`src/rtl/pipe_ctrl_pkg.sv`:
```
// Shared definitions for the pipelined main-control unit: opcode and ALU-op
// constants, the control bundle carried down the pipe, and the opcode decoder.
package pipe_ctrl_pkg;

  localparam int OPCODE_W = 6;

  localparam logic [OPCODE_W-1:0] OP_RTYPE = 6'b000000;
  localparam logic [OPCODE_W-1:0] OP_LW    = 6'b100011;
  localparam logic [OPCODE_W-1:0] OP_SW    = 6'b101011;
  localparam logic [OPCODE_W-1:0] OP_BEQ   = 6'b000100;
  localparam logic [OPCODE_W-1:0] OP_ADDI  = 6'b001000;

  localparam logic [1:0] ALUOP_R   = 2'b00;
  localparam logic [1:0] ALUOP_BEQ = 2'b01;
  localparam logic [1:0] ALUOP_SW  = 2'b10;
  localparam logic [1:0] ALUOP_ADD = 2'b11;

  typedef struct packed {
    logic       regdst;
    logic       alusrc;
    logic [1:0] aluop;
    logic       memread;
    logic       memwrite;
    logic       branch;
    logic       regwrite;
    logic       memtoreg;
  } ctrl_bundle_t;

  // Unknown opcodes fall into the default arm and decode as a NOP bundle.
  function automatic ctrl_bundle_t decode_opcode(input logic [OPCODE_W-1:0] opc);
    ctrl_bundle_t c;
    c = '0;
    case (opc)
      OP_RTYPE: begin
        c.regdst   = 1'b1;
        c.regwrite = 1'b1;
        c.aluop    = ALUOP_R;
      end
      OP_LW: begin
        c.alusrc   = 1'b1;
        c.memread  = 1'b1;
        c.memtoreg = 1'b1;
        c.regwrite = 1'b1;
        c.aluop    = ALUOP_ADD;
      end
      OP_SW: begin
        c.alusrc   = 1'b1;
        c.memwrite = 1'b1;
        c.aluop    = ALUOP_SW;
      end
      OP_BEQ: begin
        c.branch   = 1'b1;
        c.aluop    = ALUOP_BEQ;
      end
      OP_ADDI: begin
        c.alusrc   = 1'b1;
        c.regwrite = 1'b1;
        c.aluop    = ALUOP_ADD;
      end
      default: c = '0;
    endcase
    return c;
  endfunction

  // Instructions that read rt as a source operand (rt is a destination for
  // LW/ADDI, so it must not trigger a load-use stall there).
  function automatic logic opc_uses_rt(input logic [OPCODE_W-1:0] opc);
    return (opc == OP_RTYPE) || (opc == OP_SW) || (opc == OP_BEQ);
  endfunction

endpackage

```
`src/rtl/pipe_ctrl_unit_if.sv`:
```
// Bus between the pipeline control unit and its surroundings.
//   master : ID stage / branch unit side - drives instruction and hold/flush.
//   slave  : pipe_ctrl_unit - returns hazard_stall and per-stage controls.
interface pipe_ctrl_unit_if #(
  parameter int INSTR_W = 32,
  parameter int REG_AW  = 5
);
  logic               id_valid;
  logic [INSTR_W-1:0] id_instr;
  logic               stall_ext;
  logic               flush_ex;
  logic               hazard_stall;
  logic               ex_regdst;
  logic               ex_alusrc;
  logic [1:0]         ex_aluop;
  logic [REG_AW-1:0]  ex_dst;
  logic               mem_read;
  logic               mem_write;
  logic               mem_branch;
  logic [REG_AW-1:0]  mem_dst;
  logic               wb_regwrite;
  logic               wb_memtoreg;
  logic [REG_AW-1:0]  wb_dst;

  modport master (
    output id_valid, id_instr, stall_ext, flush_ex,
    input  hazard_stall, ex_regdst, ex_alusrc, ex_aluop, ex_dst,
           mem_read, mem_write, mem_branch, mem_dst,
           wb_regwrite, wb_memtoreg, wb_dst
  );

  modport slave (
    input  id_valid, id_instr, stall_ext, flush_ex,
    output hazard_stall, ex_regdst, ex_alusrc, ex_aluop, ex_dst,
           mem_read, mem_write, mem_branch, mem_dst,
           wb_regwrite, wb_memtoreg, wb_dst
  );
endinterface

```
`src/rtl/pipe_ctrl_hazard.sv`:
```
// Load-use hazard comparator. Raises hazard_stall_o when the instruction in
// ID reads the register a load currently in EX is about to write.
//   id_valid_i   : ID holds a real instruction
//   uses_rt_i    : ID instruction reads rt
//   rs_i, rt_i   : ID source register fields
//   ex_memread_i : EX-stage instruction is a load
//   ex_dst_i     : EX-stage resolved destination
//   hazard_stall_o : combinational stall request
module pipe_ctrl_hazard #(
  parameter int REG_AW    = 5,
  parameter bit HAZARD_EN = 1'b1
) (
  input  logic              id_valid_i,
  input  logic              uses_rt_i,
  input  logic [REG_AW-1:0] rs_i,
  input  logic [REG_AW-1:0] rt_i,
  input  logic              ex_memread_i,
  input  logic [REG_AW-1:0] ex_dst_i,
  output logic              hazard_stall_o
);
  logic dst_live, rs_hit, rt_hit;

  // $0 is never really written, so a load into it cannot create a dependency.
  assign dst_live = (ex_dst_i != '0);
  assign rs_hit   = (ex_dst_i == rs_i);
  assign rt_hit   = (ex_dst_i == rt_i) && uses_rt_i;

  // With HAZARD_EN=0 this folds to a constant 0.
  assign hazard_stall_o = HAZARD_EN && id_valid_i && ex_memread_i && dst_live &&
                          (rs_hit || rt_hit);
endmodule

```
`src/rtl/pipe_ctrl_unit.sv`:
```
// Pipelined main-control unit. Decodes the ID opcode into a control bundle,
// carries it through ID/EX, EX/MEM and MEM/WB, inserts a bubble on load-use
// hazards, taken-branch flush or an idle ID slot, and freezes on stall_ext.
//   clk_i   : rising-edge clock
//   reset_i : synchronous active-high reset, clears all stage registers
//   bus     : pipe_ctrl_unit_if slave (instruction/hold/flush in, controls out)
module pipe_ctrl_unit
  import pipe_ctrl_pkg::*;
#(
  parameter int INSTR_W   = 32,
  parameter int OPC_HI    = 31,
  parameter int OPC_LO    = 26,
  parameter int REG_AW    = 5,
  parameter bit HAZARD_EN = 1'b1
) (
  input  logic           clk_i,
  input  logic           reset_i,
  pipe_ctrl_unit_if.slave bus
);
  localparam int OPC_W = OPC_HI - OPC_LO + 1;
  localparam int RS_LO = OPC_LO - REG_AW;
  localparam int RT_LO = OPC_LO - 2*REG_AW;
  localparam int RD_LO = OPC_LO - 3*REG_AW;

  typedef struct packed {
    ctrl_bundle_t      c;
    logic [REG_AW-1:0] dst;
  } ex_stage_t;

  typedef struct packed {
    logic              memread;
    logic              memwrite;
    logic              branch;
    logic              regwrite;
    logic              memtoreg;
    logic [REG_AW-1:0] dst;
  } mem_stage_t;

  typedef struct packed {
    logic              regwrite;
    logic              memtoreg;
    logic [REG_AW-1:0] dst;
  } wb_stage_t;

  logic [OPCODE_W-1:0] opc;
  logic [REG_AW-1:0]   rs, rt, rd;
  ctrl_bundle_t        id_ctrl;
  logic [REG_AW-1:0]   id_dst;
  logic                hazard;
  logic                bubble;

  ex_stage_t  ex_q,  ex_d;
  mem_stage_t mem_q, mem_d;
  wb_stage_t  wb_q,  wb_d;

  // Fields below rd (shamt/funct) are not needed for main control.
  logic unused_instr;
  assign unused_instr = ^bus.id_instr;

  assign opc = OPCODE_W'(bus.id_instr[OPC_HI:OPC_LO]);
  assign rs  = bus.id_instr[RS_LO +: REG_AW];
  assign rt  = bus.id_instr[RT_LO +: REG_AW];
  assign rd  = bus.id_instr[RD_LO +: REG_AW];

  always_comb begin
    id_ctrl = decode_opcode(opc);
    id_dst  = id_ctrl.regdst ? rd : rt;
    // A write to $0 is dropped here so later stages never see it.
    if (id_dst == '0) id_ctrl.regwrite = 1'b0;
  end

  pipe_ctrl_hazard #(
    .REG_AW    (REG_AW),
    .HAZARD_EN (HAZARD_EN)
  ) u_hazard (
    .id_valid_i     (bus.id_valid),
    .uses_rt_i      (opc_uses_rt(opc)),
    .rs_i           (rs),
    .rt_i           (rt),
    .ex_memread_i   (ex_q.c.memread),
    .ex_dst_i       (ex_q.dst),
    .hazard_stall_o (hazard)
  );

  // Flush and hazard collapse into the same single bubble.
  assign bubble = hazard || bus.flush_ex || !bus.id_valid;

  always_comb begin
    ex_d = bubble ? '0 : ex_stage_t'{c: id_ctrl, dst: id_dst};

    mem_d          = '0;
    mem_d.memread  = ex_q.c.memread;
    mem_d.memwrite = ex_q.c.memwrite;
    mem_d.branch   = ex_q.c.branch;
    mem_d.regwrite = ex_q.c.regwrite;
    mem_d.memtoreg = ex_q.c.memtoreg;
    mem_d.dst      = ex_q.dst;

    wb_d          = '0;
    wb_d.regwrite = mem_q.regwrite;
    wb_d.memtoreg = mem_q.memtoreg;
    wb_d.dst      = mem_q.dst;
  end

  // stall_ext freezes every stage, including pending bubbles and flushes.
  always_ff @(posedge clk_i) begin
    if (reset_i) begin
      ex_q  <= '0;
      mem_q <= '0;
      wb_q  <= '0;
    end else if (!bus.stall_ext) begin
      ex_q  <= ex_d;
      mem_q <= mem_d;
      wb_q  <= wb_d;
    end
  end

  assign bus.hazard_stall = hazard;
  assign bus.ex_regdst    = ex_q.c.regdst;
  assign bus.ex_alusrc    = ex_q.c.alusrc;
  assign bus.ex_aluop     = ex_q.c.aluop;
  assign bus.ex_dst       = ex_q.dst;
  assign bus.mem_read     = mem_q.memread;
  assign bus.mem_write    = mem_q.memwrite;
  assign bus.mem_branch   = mem_q.branch;
  assign bus.mem_dst      = mem_q.dst;
  assign bus.wb_regwrite  = wb_q.regwrite;
  assign bus.wb_memtoreg  = wb_q.memtoreg;
  assign bus.wb_dst       = wb_q.dst;
endmodule

```
`src/flat_wrapper.sv`:
```
// flat-port wrapper written by rule: the top's interface ports become plain ports
module pipe_ctrl_unit_flat import pipe_ctrl_pkg::*;
#(
  parameter int INSTR_W   = 32,
  parameter int OPC_HI    = 31,
  parameter int OPC_LO    = 26,
  parameter int REG_AW    = 5,
  parameter bit HAZARD_EN = 1'b1
)
  (clk_i, reset_i, bus_id_valid, bus_id_instr, bus_stall_ext, bus_flush_ex, bus_hazard_stall, bus_ex_regdst, bus_ex_alusrc, bus_ex_aluop, bus_ex_dst, bus_mem_read, bus_mem_write, bus_mem_branch, bus_mem_dst, bus_wb_regwrite, bus_wb_memtoreg, bus_wb_dst);
  pipe_ctrl_unit_if #(.INSTR_W(INSTR_W), .REG_AW(REG_AW)) bus_i ();
  input  logic clk_i;
  input  logic reset_i;
  input wire logic [$bits(bus_i.id_valid)-1:0] bus_id_valid;
  input wire logic [$bits(bus_i.id_instr)-1:0] bus_id_instr;
  input wire logic [$bits(bus_i.stall_ext)-1:0] bus_stall_ext;
  input wire logic [$bits(bus_i.flush_ex)-1:0] bus_flush_ex;
  output wire logic [$bits(bus_i.hazard_stall)-1:0] bus_hazard_stall;
  output wire logic [$bits(bus_i.ex_regdst)-1:0] bus_ex_regdst;
  output wire logic [$bits(bus_i.ex_alusrc)-1:0] bus_ex_alusrc;
  output wire logic [$bits(bus_i.ex_aluop)-1:0] bus_ex_aluop;
  output wire logic [$bits(bus_i.ex_dst)-1:0] bus_ex_dst;
  output wire logic [$bits(bus_i.mem_read)-1:0] bus_mem_read;
  output wire logic [$bits(bus_i.mem_write)-1:0] bus_mem_write;
  output wire logic [$bits(bus_i.mem_branch)-1:0] bus_mem_branch;
  output wire logic [$bits(bus_i.mem_dst)-1:0] bus_mem_dst;
  output wire logic [$bits(bus_i.wb_regwrite)-1:0] bus_wb_regwrite;
  output wire logic [$bits(bus_i.wb_memtoreg)-1:0] bus_wb_memtoreg;
  output wire logic [$bits(bus_i.wb_dst)-1:0] bus_wb_dst;
  assign bus_i.id_valid = bus_id_valid;
  assign bus_i.id_instr = bus_id_instr;
  assign bus_i.stall_ext = bus_stall_ext;
  assign bus_i.flush_ex = bus_flush_ex;
  assign bus_hazard_stall = bus_i.hazard_stall;
  assign bus_ex_regdst = bus_i.ex_regdst;
  assign bus_ex_alusrc = bus_i.ex_alusrc;
  assign bus_ex_aluop = bus_i.ex_aluop;
  assign bus_ex_dst = bus_i.ex_dst;
  assign bus_mem_read = bus_i.mem_read;
  assign bus_mem_write = bus_i.mem_write;
  assign bus_mem_branch = bus_i.mem_branch;
  assign bus_mem_dst = bus_i.mem_dst;
  assign bus_wb_regwrite = bus_i.wb_regwrite;
  assign bus_wb_memtoreg = bus_i.wb_memtoreg;
  assign bus_wb_dst = bus_i.wb_dst;
  pipe_ctrl_unit #(.INSTR_W(INSTR_W), .OPC_HI(OPC_HI), .OPC_LO(OPC_LO), .REG_AW(REG_AW), .HAZARD_EN(HAZARD_EN)) u_core (.clk_i(clk_i), .reset_i(reset_i), .bus(bus_i));
endmodule
```
`config.mk`:
```
export PLATFORM = sky130hd
export DESIGN_NAME = pipe_ctrl_unit_flat
export DESIGN_NICKNAME = d
export VERILOG_FILES = /design/src/rtl/pipe_ctrl_pkg.sv /design/src/rtl/pipe_ctrl_unit_if.sv /design/src/rtl/pipe_ctrl_hazard.sv /design/src/rtl/pipe_ctrl_unit.sv /design/src/flat_wrapper.sv
export SDC_FILE = /design/constraint.sdc
export NUM_CORES = 1
export LEC_CHECK = 0
export BUFFER_PORTS_ARGS = -buffer_cell sky130_fd_sc_hd__clkbuf_2
export CAP_MARGIN = 5
export CORE_MARGIN = 1
export CORE_UTILIZATION = 45
export CTS_CLUSTER_DIAMETER = 60
export DETAILED_ROUTE_END_ITERATION = 16
export PLACE_DENSITY = 0.76
export SLEW_MARGIN = 20
export SYNTH_ARGS = -nofsm -noshare
export SYNTH_HDL_FRONTEND = slang
export SYNTH_SLANG_ARGS = --single-unit
```
`constraint.sdc`:
```
create_clock -name clk_i -period 2.3 [get_ports clk_i]
set_input_delay 0.23 -clock clk_i [delete_from_list [all_inputs] [get_ports clk_i]]
set_output_delay 0.23 -clock clk_i [all_outputs]
set_load 0.02 [all_outputs]
```
==> flow_metrics.tcl <==
set metrics [dict create \
    status "complete, no violations" \
    synth_area_per_cell_um2 9.778 \
    cts.clk_slew.worst_paths_ns 0.10 \
    pin_count 62 \
    yosysTopAreaCell "dfxtp_1" \
    synth_cell_type_count 29 \
    grt_pass1_vias 1155 \
    dp_hpwl_um 2321 \
    drc 0 \
    pwr_density_cell_nw_per_um2 608.2 \
    final_cell_mix "clkbuf_2, dfxtp_1, nor2_1" \
    async_flop_share 0 \
    path_class "register to primary output" \
    grt_max_degree 18 \
    cts_sinks 29 \
    hp-class "input port to register" \
    row_count 20 \
    crit_fanout 6 \
    cts_root_buffer "clkbuf_4" \
    fin_crit_ns 2.159 \
    setup_violations 0 \
    postCtsSetupBuffers 0 \
    start_util 0.4715 \
    max_cap_viol_count 0 \
    whs_ns 0.2047 \
    cts_tree "built" \
    route.vias.total 1214 \
    yosys_warnings 0 \
    final_nets 226 \
    core_um2 3028 \
    timing.fmax_ghz 0.4632 \
    crit_required_ns 2.07 \
    dr.pass1.iters 4 \
    final_common_cell "clkbuf_2" \
    worst_slack_ns 0.1409 \
    io_buffers 50 \
    cts_resized 0 \
    grt_usage 0.1942 \
    ys_seq_area_frac 0.4067 \
    antenna_found_initial 0 \
    period_share 0.9387 \
    clkLatencyLatePin_ns 0.34 \
    synth_fp_nets 183 \
    final_max_slew_viol_count 0 \
    total_leakage_power_nw 0.8463 \
    cts_hold_repair.buffers 0 \
    hold_viol 0 \
    synth_top_area_frac 0.4067 \
    end_kind "primary output" \
    rsz0062_at_grt "false" \
    die_h_um 58.33 \
    relSlewSlack 0.7351 \
    synth_enable_flop_cells 0 \
    grt_pass1_wl_um 4885 \
    cp.arrival_ns 1.93 \
    tns_ns 0 \
    gp_congestion 0.7840 \
    avgViaCountPerCell 5.188 \
    post-place-ws_ns 0.3291 \
    synth-seq-cells 29 \
    drt-total-wl_um 2987 \
    startpoint_type "register" \
    finClkSkew_ns 0.01440 \
    netlist_instances 146 \
    die-area_um2 3402 \
    drive_above_1_share 0.3684 \
    wl_per_cell_um 12.76 \
    grt_overflow_total 0 \
    cts_buffers 5 \
    clk_path_buf_depth 2 \
    cts-htree-levels 2 \
    area_growth_pct 21.12 \
    finalPower_mw 1.052 \
    tightestPinTransition_ns 0.3923 \
    drtAntennaViolNets 0 \
    synth_area_leaders "dfxtp_1, mux2i_1, a32o_1" \
    synth-main-ff-cell "dfxtp_1" \
    die_width_um 58.33 \
    synth_area_um2 1428 \
    drtIter0Drc 68 \
    ir_drop_mv 0.3448 \
    n_antenna_cell 0 \
]
-- power by group --
| group | switching (mW) | internal [mW] | leakage [nW] |
|---|---|---|---|
| logic | 0.0533 | 0.0499 | 0.567 |
| clock network | 0.178 | 0.259 | 0.0455 |
| registers | 0.00555 | 0.506 | 0.234 |
| total | 0.237 | 0.815 | 0.846 |
-- final cells by class --
cell class	count	area, um^2
inverters	3	11.26
repair buffers	55	287.8
clock buffers	7	55.05
clock inverters	1	30.03
fillers	307	1299
well taps	44	55.05
flip-flops and latches	29	580.6
multi-input cells	95	709.4
-- critical path, stage by stage, from the launching register on --
cell and delay [ns]:
dfxtp_1 0.40, or3_1 0.36, o311a_1 0.32, o2111ai_1 0.12
and2_1 0.19, inv_1 0.05, clkbuf_2 0.15
-- kinds of logic (layout without fill, tap and decap cells) --
family	after synthesis	count (layout)	synth area share
xor gates and xnor gates	11	11	0.06749
DFF	29	29	0.4067
AOI/OAI and AO/OA	19	19	0.1069
and+or+nand+nor	44	44	0.1578
buffers and inverters	22	66	0.09641
muxes	21	21	0.1648
-- metrics by stage --
stage,cell area (um^2),util,std cells
6_report,1729,0.5711,234
3_3_place_gp,1644,0.5430,226
3_5_place_dp,1644,0.5430,226
4_1_cts,1729,0.5711,234
2_1_floorplan,1428,-,146
5_1_grt,1729,0.5711,234
-- routing by layer --
layer,up-vias,part of all wire,GRT usage
met2,48,0.46,0.3071
met1,566,0.45,0.2316
met4,0,0.015,0.09864
li1,594,-,-
met3,6,0.071,0.07253
met5,-,0,0
-- synth_stat cells (3+ instances only) --
cell / n
clkbuf_1: 3
buf_4: 12
dfxtp_1: 29
nand3_1: 4
xnor2_1: 3
nand2_1: 5
mux2_4: 5
mux2i_1: 16
nor2_1: 20
inv_1: 3
a32o_1: 9
nor2b_1: 3
o21ai_0: 7
xor2_1: 8
-- flip-flops by register name, indices dropped and copies added, names as in the netlist, 2 cells and up --
register and flops:
u_core.bus.ex_aluop 2, u_core.bus.wb_dst 5, u_core.bus.ex_dst 5, u_core.ex_q 4, u_core.bus.mem_dst 5
-- final timing paths --
kind | start | end | slack [ns] | cells past startpoint
min | bus_id_instr[28] | u_core.ex_q[7]$_SDFFE_PP0N_ | 0.20 | 3
max | u_core.bus.ex_dst[0]$_SDFFE_PP0N_ | bus_hazard_stall | 0.14 | 6
max reg2reg | u_core.bus.ex_dst[0]$_SDFFE_PP0N_ | u_core.bus.ex_dst[2]$_SDFFE_PP0N_ | 0.47 | 6
min reg2reg | u_core.ex_q[6]$_SDFFE_PP0N_ | u_core.ex_q[6]$_SDFFE_PP0N_ | 0.47 | 2
Power figures use the tool's default switching activity.
